### src/rtl/ones_frame_acc.sv
// ones_frame_acc: sums per-word ones counts into a frame total with a word
// tally, and presents the result to a consumer over a valid/ready handshake.
// Optional threshold compare is enabled by defining ONES_FRAME_ACC_THRESH_EN.
//
// state  | meaning
// -------+----------------------------------------------
// S_IDLE | no words accepted yet, acc/tally are zero
// S_ACC  | at least one word of the frame accepted
// S_HOLD | frame result pending on out_*, input stalled
module ones_frame_acc #(
    parameter int DEPTH = 8,
    parameter int CW    = $clog2(DEPTH + 1),
    parameter int FRAME = 16,
    parameter int ACC_W = $clog2(DEPTH * FRAME + 1),
    parameter int WC    = $clog2(FRAME + 1)
) (
    input  logic             clk,
    input  logic             rst_n,
    input  logic             in_valid,
    output logic             in_ready,
    input  logic [CW-1:0]    in_cnt,
    input  logic             in_last,
    output logic             out_valid,
    input  logic             out_ready,
    output logic [ACC_W-1:0] out_total,
    output logic [WC-1:0]    out_words,
`ifdef ONES_FRAME_ACC_THRESH_EN
    input  logic [ACC_W-1:0] thr,
    output logic             above,
`endif
    output logic             err
);

    typedef enum logic [1:0] {
        S_IDLE = 2'd0,
        S_ACC  = 2'd1,
        S_HOLD = 2'd2
    } state_t;

    state_t             state_q, state_d;
    logic [ACC_W-1:0]   acc_q, acc_d;
    logic [WC-1:0]      tally_q, tally_d;
    logic [ACC_W-1:0]   total_q, total_d;
    logic [WC-1:0]      words_q, words_d;
    logic               err_q, err_d;
    logic               in_ready_q, in_ready_d;
    logic               out_valid_q, out_valid_d;
`ifdef ONES_FRAME_ACC_THRESH_EN
    logic               above_q, above_d;
`endif

    logic               beat;
    logic               cnt_over;
    logic [CW-1:0]      cnt_clamped;
    logic [ACC_W-1:0]   acc_sum;
    logic [WC-1:0]      tally_inc;
    logic               frame_end;

    // Beat qualification and the arithmetic for the word being accepted.
    always_comb begin
        beat        = in_valid & in_ready_q;
        cnt_over    = (in_cnt > CW'(DEPTH));
        cnt_clamped = cnt_over ? CW'(DEPTH) : in_cnt;
        acc_sum     = acc_q + ACC_W'(cnt_clamped);
        tally_inc   = tally_q + WC'(1);
        frame_end   = (tally_inc == WC'(FRAME)) | in_last;
    end

    // Next-state logic: accumulate, close a frame into the result regs, release on out_ready.
    always_comb begin
        state_d = state_q;
        acc_d   = acc_q;
        tally_d = tally_q;
        total_d = total_q;
        words_d = words_q;
        err_d   = err_q;
`ifdef ONES_FRAME_ACC_THRESH_EN
        above_d = above_q;
`endif
        case (state_q)
            S_IDLE, S_ACC: begin
                if (beat) begin
                    err_d = err_q | cnt_over;
                    if (frame_end) begin
                        total_d = acc_sum;
                        words_d = tally_inc;
`ifdef ONES_FRAME_ACC_THRESH_EN
                        above_d = (acc_sum >= thr);
`endif
                        acc_d   = '0;
                        tally_d = '0;
                        state_d = S_HOLD;
                    end else begin
                        acc_d   = acc_sum;
                        tally_d = tally_inc;
                        state_d = S_ACC;
                    end
                end
            end
            S_HOLD: begin
                if (out_ready) begin
                    state_d = S_IDLE;
                end
            end
            default: begin
                state_d = S_IDLE;
                acc_d   = '0;
                tally_d = '0;
            end
        endcase
        // Handshake flags are registered from the next state so neither has a
        // combinational path from out_ready or in_valid.
        in_ready_d  = (state_d != S_HOLD);
        out_valid_d = (state_d == S_HOLD);
    end

    // State and output registers with synchronous active-low reset.
    always_ff @(posedge clk) begin
        if (!rst_n) begin
            state_q     <= S_IDLE;
            acc_q       <= '0;
            tally_q     <= '0;
            total_q     <= '0;
            words_q     <= '0;
            err_q       <= 1'b0;
            in_ready_q  <= 1'b1;
            out_valid_q <= 1'b0;
`ifdef ONES_FRAME_ACC_THRESH_EN
            above_q     <= 1'b0;
`endif
        end else begin
            state_q     <= state_d;
            acc_q       <= acc_d;
            tally_q     <= tally_d;
            total_q     <= total_d;
            words_q     <= words_d;
            err_q       <= err_d;
            in_ready_q  <= in_ready_d;
            out_valid_q <= out_valid_d;
`ifdef ONES_FRAME_ACC_THRESH_EN
            above_q     <= above_d;
`endif
        end
    end

    assign in_ready  = in_ready_q;
    assign out_valid = out_valid_q;
    assign out_total = total_q;
    assign out_words = words_q;
    assign err       = err_q;
`ifdef ONES_FRAME_ACC_THRESH_EN
    assign above     = above_q;
`endif

endmodule

### config.mk
export PLATFORM = sky130hd
export DESIGN_NAME = ones_frame_acc
export DESIGN_NICKNAME = d
export VERILOG_FILES = /design/src/rtl/ones_frame_acc.sv
export SDC_FILE = /design/constraint.sdc
export NUM_CORES = 1
export LEC_CHECK = 0
export BUFFER_PORTS_ARGS = -buffer_cell sky130_fd_sc_hd__buf_2
export CAP_MARGIN = 20
export CORE_MARGIN = 2
export CORE_UTILIZATION = 40
export DETAILED_ROUTE_END_ITERATION = 10
export PLACE_DENSITY = 0.7
export SLEW_MARGIN = 10
export SYNTH_ARGS = -nofsm -noshare
export SYNTH_HDL_FRONTEND = slang
export SYNTH_SLANG_ARGS = --single-unit
### constraint.sdc
create_clock -name clk -period 4.45 [get_ports clk]
set_clock_uncertainty 0.05 [all_clocks]
set_input_delay 0.89 -clock clk [delete_from_list [all_inputs] [get_ports clk]]
set_output_delay 0.89 -clock clk [all_outputs]
set_load 0.02 [all_outputs]
==> flow_metrics.env, run 1 <==
export IMPL_outcome="finished, final reports clean"
export IMPL_power_frac_comb_pct=12.9
export IMPL_vias=1168
export IMPL_fmax_mhz=417
export IMPL_hold_path_depth=2
export IMPL_p_sw_share_pct=27.6
export IMPL_rows=21
export IMPL_port_buffers=24
export IMPL_synth_largest_area_cell="dfxtp_1"
export IMPL_synth_xor_area_share_pct=5.41
export IMPL_syn_nets=172
export IMPL_grt_first_pass_wirelength_um=4830
export IMPL_gp_congestion=0.783
export IMPL_synthTopCellsByCount="dfxtp_1, nor2_1, mux2i_1"
export IMPL_r2r_setup_slack_ns=2.19
export IMPL_internal_power_uw=373
export IMPL_powerDensity_mw_per_mm2=315
export IMPL_r2r_start="tally_q[0]$_SDFFE_PN0P_"
export IMPL_end_kind="register"
export IMPL_h_tree_depth=2
export IMPL_async_flop_share_pct=0
export IMPL_wl_met2_um=1380
export IMPL_timing_final_crit_share_pct=53.9
export IMPL_cts_hold_buf=0
export IMPL_ios=25
export IMPL_numCtsBuffers=5
export IMPL_route_detailed_drc=0
export IMPL_critPathArrivalTime_ns=2.60
export IMPL_synth_compound_area_share_pct=16.2
export IMPL_cp_max_fo=3
export IMPL_wirelength_um=2880
export IMPL_slew_headroom_pct=29.5
export IMPL_cts_tree="built"
export IMPL_top_layer_used="met4"
export IMPL_drt_iter0_markers=32
export IMPL_hold_viol_final=0
export IMPL_yosysWarningCount=0
export IMPL_synthToLayoutAreaGrowth_pct=12.1
export IMPL_total_leakage_power_uw=0.000681
export IMPL_synth_fa_ha_area_share_pct=5.67
export IMPL_clk_pin_slew_ns=0.09
export IMPL_crit_type="input pin to register"
export IMPL_drtPass1Iterations=4
export IMPL_p_sw_uw=142
export IMPL_via_per_inst=5.17
export IMPL_syn_area_mm2=0.00146
export IMPL_met1Wirelength_um=1330
export IMPL_ys_types=38
export IMPL_antenna_found_initial=0
export IMPL_clockBufferDepth=2
export IMPL_yosysTopAreaCellShare_pct=42.6
export IMPL_grt_usage_pct=15.2
export IMPL_grt_overflow_total=0
export IMPL_die_h_um=64.4
export IMPL_synth_most_common_cell="dfxtp_1"
export IMPL_place_inst=218
export IMPL_grt_max_degree=27
export IMPL_synth_area_top_cells="dfxtp_1, mux2i_1, nor2_1"
export IMPL_pwr_share_seq_pct=56.8
export IMPL_nets=194
export IMPL_whs_endpoint="err$_SDFFE_PN0P_"
export IMPL_dp_hpwl_um=2030
export IMPL_synthCells=157
export IMPL_hold_class="register to register"
export IMPL_power_uw=515
export IMPL_ys_seq_elements=31
export IMPL_maxSlewViolCount=0
export IMPL_fin_area_mm2=0.00163
export IMPL_rsz0062_at_grt="no"
export IMPL_clk_latency_ns=0.33
export IMPL_synthSimpleGateAreaFrac_pct=18.5
export IMPL_ys_flop_type="dfxtp_1"
export IMPL_synth_top_family_by_area="simple AND/OR/NAND/NOR gates"
export IMPL_synth_seq_area_share_pct=42.6
export IMPL_grt_pass1_vias=1119
export IMPL_post_layout_nonfiller_instances=226
export IMPL_p_clk_share_pct=30.3
export IMPL_cts_root_buf="clkbuf_4"
export IMPL_synth_edff_count=0
export IMPL_reg2reg_depth=5
export IMPL_critPathLaunchType="input pin"
export IMPL_floorplan_initialDensity_pct=42.7
export IMPL_dieArea_mm2=0.00414
export IMPL_die_w_um=64.4
export IMPL_finalCriticalPeriod_ns=2.40
export IMPL_hold_start="err$_SDFFE_PN0P_"
export IMPL_setup_viol=0
export IMPL_drive_gt1_share_pct=19.4
export IMPL_diodes=0
export IMPL_fillers=348
export IMPL_post_cts_resized=0
export IMPL_wl_met3_um=124
export IMPL_tightest_slew_ns=1.06
export IMPL_postCtsSetupRepairBufs=0
export IMPL_coreArea_mm2=0.00342
export IMPL_max_cap_violations=0
export IMPL_post_route_util_pct=47.8
export IMPL_clock_sinks=31
export IMPL_reg2reg_to="out_total[6]$_SDFFE_PN0P_"
export IMPL_worstPathRequired_ns=4.66
export IMPL_final_setup_tns_ns=0
export IMPL_routedWlPerCell_um=12.7
export IMPL_ant_nets=0
export IMPL_ir_drop_v=0.000164
export IMPL_dpl_cell_area_mm2=0.00158
export IMPL_synthMuxAreaShare_pct=6.87
export IMPL_syn_avg_cell_area_um2=9.28
area by class of cell:
type | count | area, um2 | share of cell area [%]
timing repair buffer | 24 | 120 | 7.35
clock buffer | 7 | 45.0 | 2.76
inverter | 5 | 18.8 | 1.15
clock inverter | 1 | 5.00 | 0.306
tap | 46 | 57.6 | 3.52
sequential | 31 | 621 | 38.0
multi-input combinational | 112 | 767 | 46.9
logic make-up (layout without fill, tap and decap cells):
logic type / count (synthesis) / after routing
adders and majority gates: 6 / 6
buffers and inverters: 14 / 37
xor gates and xnor gates: 9 / 9
and+or+nand+nor: 56 / 56
DFF: 31 / 31
AOI/OAI and AO/OA: 31 / 31
muxes: 10 / 10
registers in the layout, summed over array words and instances (netlist names):
| name | count |
|---|---|
| state_q | 2 |
| acc_q | 8 |
| out_words | 5 |
| err | 1 |
| out_valid | 1 |
| out_total | 8 |
| in_ready | 1 |
| tally_q | 5 |
how the worst max path moves through the flow:
stage	start	end	slack, ns	depth (start not counted)
floorplan	in_cnt[0]	out_total[4]$_SDFFE_PN0P_	1.98	8
global placement	in_cnt[0]	out_total[4]$_SDFFE_PN0P_	1.78	9
detailed placement	in_cnt[0]	out_total[4]$_SDFFE_PN0P_	1.72	9
CTS	in_cnt[0]	out_total[4]$_SDFFE_PN0P_	2.05	9
global route	in_cnt[0]	out_total[4]$_SDFFE_PN0P_	1.96	9
finish	in_cnt[0]	out_total[4]$_SDFFE_PN0P_	2.05	9
layer usage:
| metal | global-route usage, % | vias to the layer above |
|---|---|---|
| met2 | 26.0 | 19 |
| li1 | - | 601 |
| met3 | 5.81 | 7 |
| met5 | 0 | - |
| met1 | 17.0 | 541 |
| met4 | 5.59 | 0 |
worst max-delay path, cell delays in order:
cell      delay [ns]
buf_2           0.10
nor2b_1         0.12
ha_1            0.20
fa_1            0.40
a211oi_1        0.31
o21bai_1        0.22
xnor2_1         0.16
mux2i_1         0.09
nor2_1          0.11
placed cells by master (no fill, tap or decap):
| cell type | netlist | layout |
|---|---|---|
| dfxtp_1 | 31 | 31 |
| nor2_1 | 26 | 26 |
| buf_2 | 2 | 24 |
| mux2i_1 | 10 | 10 |
| nand2_1 | 8 | 8 |
| a22oi_1 | 8 | 8 |
| a31oi_1 | 5 | 5 |
| xor2_1 | 5 | 5 |
| nand3_1 | 5 | 5 |
| ha_1 | 5 | 5 |
| clkbuf_4 | 0 | 5 |
| nor2b_1 | 4 | 4 |
| inv_1 | 4 | 4 |
| xnor2_1 | 4 | 4 |
| a21oi_1 | 3 | 3 |
| o21ai_1 | 3 | 3 |
| nand2b_1 | 2 | 2 |
| a211oi_1 | 2 | 2 |
| o21bai_1 | 2 | 2 |
| nand4_1 | 2 | 2 |
| or3b_1 | 2 | 2 |
| a211oi_2 | 2 | 2 |
| clkbuf_1 | 5 | 2 |
| clkinv_1 | 1 | 1 |
| and2_1 | 1 | 1 |
| nand4b_1 | 1 | 1 |
| o21ai_2 | 1 | 1 |
| and3b_2 | 1 | 1 |
| a31oi_4 | 1 | 1 |
| o211ai_1 | 1 | 1 |
| and3_1 | 1 | 1 |
| a22o_1 | 1 | 1 |
| nor3_1 | 1 | 1 |
| o21ai_0 | 1 | 1 |
| or3_1 | 1 | 1 |
| nor4_1 | 1 | 1 |
| a41oi_1 | 1 | 1 |
| fa_1 | 1 | 1 |
| clkinv_2 | 0 | 1 |
power by group through the flow:
| stage | Combinational [uW] | Sequential (uW) | Clock (uW) |
|---|---|---|---|
| 2_1_floorplan | 42.0 | 306 | 0 |
| 3_3_place_gp | 65.3 | 298 | 0 |
| 3_5_place_dp | 66.6 | 299 | 0 |
| 4_1_cts | 66.9 | 293 | 162 |
| 5_1_grt | 72.5 | 294 | 178 |
| 6_report | 66.2 | 293 | 156 |
through the flow:
step	hold WS [ns]	worst slack, ns
2_1_floorplan	0.434	1.98
3_3_place_gp	0.405	1.78
3_5_place_dp	0.420	1.72
4_1_cts	0.451	2.05
5_1_grt	0.488	1.96
6_report	0.443	2.05
No activity file was read; power rests on OpenSTA's default activity.
==> run 2: changes to the inputs <==
- PLACE_DENSITY: 0.7 -> 0.72
- clock period: 4.45 -> 1.9 ns (I/O delays scaled with it)
==> run 2 against run 1 <==
Core utilization grew 5.9 points. Die area is the same. Critical path type is now register to register. Routed wire length grew 3.3%. Total power grew to 3.0 times the previous value. Register-to-register slack lost 2.1 ns. Largest cell class unchanged. Via count grew 4.2%. Largest power group unchanged.
==> flow_metrics.env, run 2 (same netlist as run 1, synthesis figures left out) <==
export IMPL_path_delay_family="simple AND/OR/NAND/NOR gates"
export IMPL_hold_path_depth=3
export IMPL_grt_usage_pct=15.7
export IMPL_clk_latency_ns=0.34
export IMPL_rows=21
export IMPL_dieArea_mm2=0.00414
export IMPL_place_ws_ns=-0.183
export IMPL_dp_hpwl_um=2190
export IMPL_clk_pin_slew_ns=0.10
export IMPL_worstPathRequired_ns=2.12
export IMPL_p_sw_uw=362
export IMPL_via_per_inst=5.03
export IMPL_powerDensity_mw_per_mm2=829
export IMPL_floorplan_initialDensity_pct=42.7
export IMPL_r2r_start="acc_q[1]$_SDFFE_PN0P_"
export IMPL_die_w_um=64.4
export IMPL_ir_drop_v=0.000402
export IMPL_p_clk_share_pct=42.9
export IMPL_end_kind="register"
export IMPL_setup_ws_ns=0.0999
export IMPL_fillers=332
export IMPL_dpl_cell_area_mm2=0.00172
export IMPL_outcome="finished, final reports clean"
export IMPL_internal_power_uw=1160
export IMPL_power_frac_comb_pct=12.1
export IMPL_critPathLaunchType="register"
export IMPL_reg2reg_depth=6
export IMPL_fin_area_mm2=0.00183
export IMPL_vias=1217
export IMPL_slowest_delay_ns=0.38
export IMPL_critPathArrivalTime_ns=2.02
export IMPL_grt_overflow_total=0
export IMPL_coreArea_mm2=0.00342
export IMPL_setup_viol=0
export IMPL_p_sw_share_pct=23.8
export IMPL_r2r_setup_slack_ns=0.1
export IMPL_hold_viol_final=0
export IMPL_total_leakage_power_uw=0.000785
export IMPL_timing_final_crit_share_pct=94.7
export IMPL_synthToLayoutAreaGrowth_pct=25.8
export IMPL_drtPass1Iterations=7
export IMPL_slew_headroom_pct=78.6
export IMPL_max_cap_violations=0
export IMPL_hold_class="input pin to register"
export IMPL_layout_commonest_cell="dfxtp_1"
export IMPL_antenna_found_initial=0
export IMPL_crit_type="register to register"
export IMPL_drt_iter0_markers=41
export IMPL_critPathSlowestCell="or3b_1"
export IMPL_whs_endpoint="out_total[7]$_SDFFE_PN0P_"
export IMPL_h_tree_depth=2
export IMPL_ant_nets=0
export IMPL_port_buffers=24
export IMPL_fmax_mhz=556
export IMPL_grt_first_pass_wirelength_um=4950
export IMPL_tightest_slew_ns=0.319
export IMPL_die_h_um=64.4
export IMPL_clockBufferDepth=2
export IMPL_cp_max_fo=3
export IMPL_cp_depth=6
export IMPL_wirelength_um=2980
export IMPL_cts_tree="built"
export IMPL_cts_root_buf="clkbuf_4"
export IMPL_ios=25
export IMPL_grt_max_degree=19
export IMPL_pwr_share_seq_pct=45.0
export IMPL_maxSlewViolCount=0
export IMPL_routedWlPerCell_um=12.3
export IMPL_nets=210
export IMPL_hold_start="rst_n"
export IMPL_drive_gt1_share_pct=29.1
export IMPL_cts_hold_buf=0
export IMPL_gp_congestion=0.797
export IMPL_numCtsBuffers=5
export IMPL_crit_chain="ha_1, a211oi_1, o21bai_1, nand4_1, or3b_1, a31oi_1"
export IMPL_diodes=0
export IMPL_reg2reg_to="acc_q[7]$_SDFFE_PN0P_"
export IMPL_final_cell_mix="dfxtp_1, nor2_1, buf_2, buf_4, mux2i_1"
export IMPL_crit_buf_inv=0
export IMPL_route_detailed_drc=0
export IMPL_grt_pass1_vias=1102
export IMPL_finalCriticalPeriod_ns=1.80
export IMPL_clock_sinks=31
export IMPL_post_route_util_pct=53.7
==> run 2: cell count changes in the layout (fill, tap and decap cells not counted) <==
cell        delta
clkinvlp_4     +1
o21bai_1       -1
fa_1           -1
fa_2           +1
dfxtp_1        -1
a211oi_1       -1
clkbuf_1       -2
dfxtp_2        +1
buf_12         +1
buf_4         +15
a211oi_2       +1
bufinv_16      +2
o21bai_2       +1
clkinv_2       -1
==> run 2: worst max path at each step <==
stage	from	end	slack, ns
global placement	in_cnt[0]	acc_q[6]$_SDFFE_PN0P_	-0.14
finish	acc_q[1]$_SDFFE_PN0P_	acc_q[7]$_SDFFE_PN0P_	0.1
global route	acc_q[1]$_SDFFE_PN0P_	acc_q[7]$_SDFFE_PN0P_	-0.007
detailed placement	in_cnt[1]	acc_q[7]$_SDFFE_PN0P_	-0.18
CTS	acc_q[1]$_SDFFE_PN0P_	acc_q[7]$_SDFFE_PN0P_	0.07
floorplan	in_cnt[2]	acc_q[7]$_SDFFE_PN0P_	0.04
==> run 2: final cells by class <==
class	count	area, um2	area share [%]
clock buffers	5	37.5	2.05
clock inverters	3	67.6	3.68
inverters	5	18.8	1.02
multi-input cells	112	778	42.4
flip-flops and latches	31	622	33.9
well taps	46	57.6	3.14
repair buffers	40	253	13.8
==> run 2: per-layer routing <==
metal  global-route usage, %  vias up  share of wire (%)
met5                       0        -                  0
met4                    6.38        0                1.9
met3                    5.81        6                4.5
met2                    24.0       21                 43
met1                    20.0      561                 51
li1                        -      629                  -
==> run 2: timing repair <==
action	in CTS	in global routing
buffers inserted	0	1
resized for setup	0	1
endpoints found under the setup margin	0	2
==> run 2: power groups by stage <==
stage / clock network, uW / logic, uW / registers [uW]
floorplan: 0 / 100 / 717
global placement: 0 / 180 / 700
detailed placement: 0 / 183 / 700
CTS: 668 / 185 / 685
global route: 695 / 201 / 689
finish: 652 / 184 / 685
==> run 2: worst min-delay path, stage by stage <==
cell and delay [ns]:
buf_2 0.14, o21ai_1 0.08, a21oi_1 0.05
==> run 2: per-stage QoR <==
stage               TNS [ns]  cells  power [uW]  hold WS (ns)
floorplan                  0    157         817         0.434
global placement      -0.533    233         880         0.406
detailed placement    -0.831    233         883         0.423
CTS                        0    241        1540         0.286
global route        -0.00718    242        1580         0.314
finish                     0    242        1520         0.298
